[src/rtl/id_ex_stage_reg.sv]
// id_ex_stage_reg: ID/EX pipeline register with load-use bubble insertion and stall bookkeeping
module id_ex_stage_reg #(
  parameter int DATA_W = 16,
  parameter int ALU_OP_W = 5,
  parameter int CNT_W = 16,
  parameter int MAX_STALL = 4,
  parameter logic [3:0] NO_REG = 4'hF
) (
  input  logic                clk,
  input  logic                rst,
  input  logic                enable,
  input  logic                stall,
  input  logic                flush,
  input  logic                id_valid,
  input  logic [3:0]          id_src1_num,
  input  logic [3:0]          id_src2_num,
  input  logic [3:0]          id_dst_num,
  input  logic                id_reg_write,
  input  logic                id_mem_read,
  input  logic                id_mem_write,
  input  logic [ALU_OP_W-1:0] id_alu_op,
  input  logic [DATA_W-1:0]   id_src1_data,
  input  logic [DATA_W-1:0]   id_src2_data,
  input  logic [DATA_W-1:0]   id_imm,
  input  logic [DATA_W-1:0]   id_pc,
  output logic                ex_valid,
  output logic [3:0]          ex_src1_num,
  output logic [3:0]          ex_src2_num,
  output logic [3:0]          ex_dst_num,
  output logic                ex_reg_write,
  output logic                ex_mem_read,
  output logic                ex_mem_write,
  output logic [ALU_OP_W-1:0] ex_alu_op,
  output logic [DATA_W-1:0]   ex_src1_data,
  output logic [DATA_W-1:0]   ex_src2_data,
  output logic [DATA_W-1:0]   ex_imm,
  output logic [DATA_W-1:0]   ex_pc,
  output logic [3:0]          hdu_old_dst_num,
  output logic                hdu_dmr,
  output logic                ifid_hold,
  output logic [CNT_W-1:0]    stall_count,
  output logic                stall_timeout
);
  localparam int CONS_W = $clog2(MAX_STALL + 2);
  logic [CONS_W-1:0] cons;
  logic              bubble;
  assign bubble = rst | flush | (enable & (stall | ~id_valid));
  assign hdu_old_dst_num = ex_dst_num;
  assign hdu_dmr = ex_valid & ex_mem_read;
  assign ifid_hold = enable & stall & ~flush;
  // Pipeline register: bubble has priority, otherwise capture ID when enabled, else hold
  always_ff @(posedge clk) begin
    if (bubble) begin
      ex_valid     <= 1'b0;
      ex_src1_num  <= NO_REG;
      ex_src2_num  <= NO_REG;
      ex_dst_num   <= NO_REG;
      ex_reg_write <= 1'b0;
      ex_mem_read  <= 1'b0;
      ex_mem_write <= 1'b0;
      ex_alu_op    <= '0;
      ex_src1_data <= '0;
      ex_src2_data <= '0;
      ex_imm       <= '0;
      ex_pc        <= '0;
    end else if (enable) begin
      ex_valid     <= 1'b1;
      ex_src1_num  <= id_src1_num;
      ex_src2_num  <= id_src2_num;
      ex_dst_num   <= id_dst_num;
      ex_reg_write <= id_reg_write;
      ex_mem_read  <= id_mem_read;
      ex_mem_write <= id_mem_write;
      ex_alu_op    <= id_alu_op;
      ex_src1_data <= id_src1_data;
      ex_src2_data <= id_src2_data;
      ex_imm       <= id_imm;
      ex_pc        <= id_pc;
    end
  end
  // Stall accounting: saturating totals, consecutive-stall run length and sticky watchdog
  always_ff @(posedge clk) begin
    if (rst) begin
      stall_count   <= '0;
      cons          <= '0;
      stall_timeout <= 1'b0;
    end else if (flush) begin
      cons <= '0;
    end else if (enable) begin
      if (stall) begin
        stall_count <= (&stall_count) ? stall_count : stall_count + 1'b1;
        cons        <= (cons == CONS_W'(MAX_STALL + 1)) ? cons : cons + 1'b1;
        if (cons >= CONS_W'(MAX_STALL)) stall_timeout <= 1'b1;
      end else begin
        cons <= '0;
      end
    end
  end
endmodule
[config.mk]
export PLATFORM = sky130hd
export DESIGN_NAME = id_ex_stage_reg
export DESIGN_NICKNAME = d
export VERILOG_FILES = /design/src/rtl/id_ex_stage_reg.sv
export SDC_FILE = /design/constraint.sdc
export NUM_CORES = 1
export LEC_CHECK = 0
export CORE_MARGIN = 2
export CORE_UTILIZATION = 30
export DETAILED_ROUTE_END_ITERATION = 8
export PLACE_DENSITY = 0.66
export SLEW_MARGIN = 20
export SYNTH_ARGS = -nofsm -noshare
export SYNTH_HDL_FRONTEND = slang
export SYNTH_SLANG_ARGS = --single-unit
[constraint.sdc]
create_clock -name clk -period 1.8 [get_ports clk]
set_input_delay 0.36 -clock clk [delete_from_list [all_inputs] [get_ports clk]]
set_output_delay 0.36 -clock clk [all_outputs]
set_load 0.02 [all_outputs]
### Word-level counts from Yosys, hierarchy flattened

Cells that the tools add are included.

* bits in registers: 105
* input port bits: 90
* output and inout port bits: 108
* logic and storage cells: 37

* $add $sub $neg: 2
* $lt $le $gt $ge: 1
* eq/ne operators: 2
* mux-type cells: 2
* bitwise gates (word level): 10
* reduce and logical (&&, ||, !) cells: 5

Operators with widths (number)
* 16-bit by 1-bit adder with 16-bit output (second input constant): 1
* 16-bit AND reduction: 1
* 4-bit AND reduction: 2
* 3-bit two-way mux: 2
* 1-bit bitwise AND: 4
* 3-bit by 1-bit adder with 3-bit output (second input constant): 1
* 3-bit equality test (second input constant): 1
* 3-bit >= comparator (second input constant): 1
* 1-bit inverter: 3
* 1-bit OR: 3
* 2-bit inequality test (second input constant): 1
* 2-bit AND reduction: 1
* 2-bit OR reduction: 1

### Longest topological paths before layout

* word-level depth: 4
* mapped depth: 7
* mapped depth without buffers: 6

### Least setup slack after synthesis

Ideal clock, no wire load.

* path type: register to register
* from: register stall_count[2]
* to: register stall_count[15]
* arrival: 1902 ps
* required time: 1730 ps
* slack: -172 ps
* cell stages (with the launch flop): 6
* buffers on the path: 1
* cells stage by stage: dfxtp_1 > nand3_1 > or4_1 > buf_2 > or4_1 > a21oi_1

* word-level cells in the longest chain between the ends: 3
* elaborated cells between the ends (all ways): 4
* those cells by class: add/sub (1); bitwise (1); reduce/logical (2)

RTL lines
* start: declaration: line 41 `output logic [CNT_W-1:0] stall_count,`
* start signal: assignment: line 91 `stall_count <= (&stall_count) ? stall_count : stall_count + 1'b1;`
* parallel branches: the longest is 3 deep, another holds 16-bit by 1-bit adder with 16-bit output

Several ways; the timed one is not identified.
A chain may end at the register's enable or synchronous reset.

### Worst setup path in the final report

* from: register stall_count[5]
* to: register stall_count[15]

The elaborated chain is that of the path after synthesis.

==> flow_summary.ini <==
[critical_path]
timing_worst_setup_path_type = flop to flop
critPathCaptureType = flop
cp_max_fo = 7
startpoint_type = flop
critPathRequiredTime_ns = 2.08
worst-endpoint-arrival_ns = 2.04

[cts]
cts.clk_slew.worst_paths_ns = 0.07
cts_root_buf = clkbuf_16
clk_path_buf_depth = 2
cts_sinks = 105
htreeDepth = 3
cts_made_buffers = 9
worstSkewPairLatency_ns = 0.34
ctsHoldBuffers = 0
cts_tree = done

[synth]
yosysUniqueCellTypes = 35
yosysWarnings = 0
ys.flop_type = dfxtp_1
async_flop_share_pct = 0
synth_edf_count = 0
syn-mean-instance-area_sq_um = 9.98
ys_seq_elements = 105
netlist.area_leader.share_pct = 52.1
ys_seq_area_share_pct = 52.1
synth_fp_nets = 497
synth_top_cell_by_area = dfxtp_1
syn_inst = 404
syn_area_sq_um = 4030
ys_top_cells_by_area = dfxtp_1 52%, mux2i_1 21%, nor2_1 7.2%

[floorplanning]
start_util_pct = 30.6
die_y_um = 120
ioPinCount = 198
die_w_um = 120
core_sq_um = 13200
die-area_sq_um = 14400
rows = 42

[drt]
dr.pass1.iters = 4
viasPerCell = 4.59
routed_wl_mm = 11.0
wl_per_cell_um = 13.7
dr.first_iter.drc_count = 145
drc_errors = 0
dr_total_vias = 3695
drtAntennaViolNets = 0

[layout]
diodes = 0
layout.nets = 717
postLayoutCoreUtil_pct = 51.9
area.growth.synth_to_final_pct = 69.6
layout-drive-gt1-share_pct = 11.8
fin_cells = 805

[placement]
port_buffers = 197
dp_cells = 782
gp_congestion = 0.766
dp_hpwl_mm = 7.95

[power_and_ir_drop]
p_int_mw = 3.96
clkPwrFrac_pct = 40.8
switching_power_mw = 1.15
p_leak_nw = 2.91
sw_frac_of_total_pct = 22.6
power.density_nw_per_um2 = 747
power.share.sequential_pct = 46.8
ir_worst_vdd_mv = 0.435
comb_power_share_pct = 12.4

[hold_path]
hold_class = primary input to flop

[grt]
grt_pass1_wl_mm = 17.9
grt_max_degree = 49
grtUsageTotal_pct = 15.5
grt_pass1_vias = 3739
grt-ovfl-total = 0
grt_antenna_before_repair = 0

[timing]
timing.final.hold_violations = 0
fin_hold_ws_ns = 0.359
min_period_ns = 1.76
skew_ns = 0.00411
timing_worst_slew_pin_value_ns = 0.787
timing.final.crit_share_pct = 97.5
grt_setup_unrepaired = true
fmax_mhz = 570
slew_headroom_pct = 47.6
setup_violations = 0
maxSlewViolCount = 0

[status]
status = finished clean

[flow_run]
cap_violations = 0
==> critical path: stages, from the launching register on <==
cell	delay (ns)
dfxtp_4	0.37
nand4_1	0.10
or4_4	0.58
or4_1	0.52
a21oi_1	0.13
==> power by group through the flow <==
stage	logic (mW)	registers [mW]	clock network [mW]
after global routing	0.677	2.40	2.29
final	0.631	2.39	2.09
after floorplan	0.215	2.51	0
after global placement	0.618	2.45	0
after CTS	0.637	2.40	2.18
after detailed placement	0.627	2.45	0
==> layer usage <==
metal  wire length, um  global-route usage [%]  part of all wire, %  up-vias
met3              1000                    5.94                  9.1       15
met4               220                    6.69                  2.0        0
met2              5150                    24.8                   47      138
met1              4630                    18.4                   42     1692
li1                  -                       -                    -     1850
met5                 0                       0                    0        -
==> sequential cells by signal (all words and copies together), names as in the netlist, 3 cells and up <==
signal / count
stall_count: 16
cons: 3
ex_imm: 16
ex_dst_num: 4
ex_src2_data: 16
ex_src1_data: 16
ex_alu_op: 5
ex_src1_num: 4
ex_pc: 16
ex_src2_num: 4
==> through the flow <==
step	TNS, ns	worst slack, ns	total power [mW]	cell area (sq um)
finish	0	0.0443	5.11	6840
global route	-0.0179	-0.0179	5.36	6840
CTS	0	0.000876	5.21	6780
detailed placement	-13.39	-0.531	3.08	6390
global placement	-11.37	-0.531	3.07	6390
floorplan	-0.0418	-0.0418	2.72	4040
==> cells in the mapped netlist (2+ instances only) <==
cell type  number
clkbuf_1       20
o21ai_0         4
or3_1           2
ha_1            3
o31ai_1         8
and4_1          2
nand3_1         6
buf_4           4
buf_2           4
a2111oi_0       2
nand4_1         5
a211oi_1        4
a211o_1         2
nor2_1         77
inv_1           6
mux2i_1        84
a21oi_1        16
nand2_1        21
dfxtp_1       105
nor3_1          3
or4_1          11
nand3b_1        2
==> logic make-up (layout without fill, tap and decap cells) <==
kind of cell | after synthesis | after routing | share of synthesized area [%]
AND/OR/NAND/NOR | 137 | 137 | 15.8
flip-flops | 105 | 105 | 52.1
multiplexers | 85 | 85 | 21.1
AO/OA/AOI/OAI | 39 | 39 | 6.27
buffers and inverters | 35 | 260 | 3.75
adder cells (fa/ha/maj) | 3 | 3 | 0.931
==> what timing repair did <==
action,4_1_cts,5_1_grt
gates resized for setup,14,18
cloned,0,0
setup endpoints to repair,15,26
pin swaps,3,7
setup buffers,5,2
==> layout make-up <==
class                   instances  area (sq um)
clock inverters                 7          93.8
clock buffers                   9           225
repair buffers                238          2340
multi-input cells             264          1810
well taps                     176           220
inverters                       6          22.5
fillers                      1207          6350
flip-flops and latches        105          2130
==> worst paths after layout <==
| check | slack, ns | cells after the start | to | from |
|---|---|---|---|---|
| hold / removal | 0.36 | 3 | cons[1] | flush |
| hold reg to reg | 0.47 | 2 | ex_src2_num[0] | ex_src2_num[0] |
| setup reg to reg | 0.04 | 4 | stall_count[15] | stall_count[5] |
| setup / recovery | 0.04 | 4 | stall_count[15] | stall_count[5] |
==> cells in the final DEF (no fill, tap or decap), drive strengths merged, types with 3 or more instances in the layout <==
cell / Yosys / layout
nor2: 77 / 77
buf: 9 / 42
nand3b: 3 / 3
nand4: 5 / 5
a211oi: 4 / 4
dlymetal6s2s: 0 / 9
mux2i: 84 / 84
o21ai: 4 / 4
nand2: 21 / 21
nand3: 6 / 6
a21oi: 16 / 16
nor3: 3 / 3
ha: 3 / 3
dlygate4sd2: 0 / 5
o31ai: 8 / 8
inv: 6 / 7
or4: 11 / 11
clkdlybuf4s50: 0 / 181
dfxtp: 105 / 105
clkbuf: 20 / 9
(Power assumes the default switching activity.)
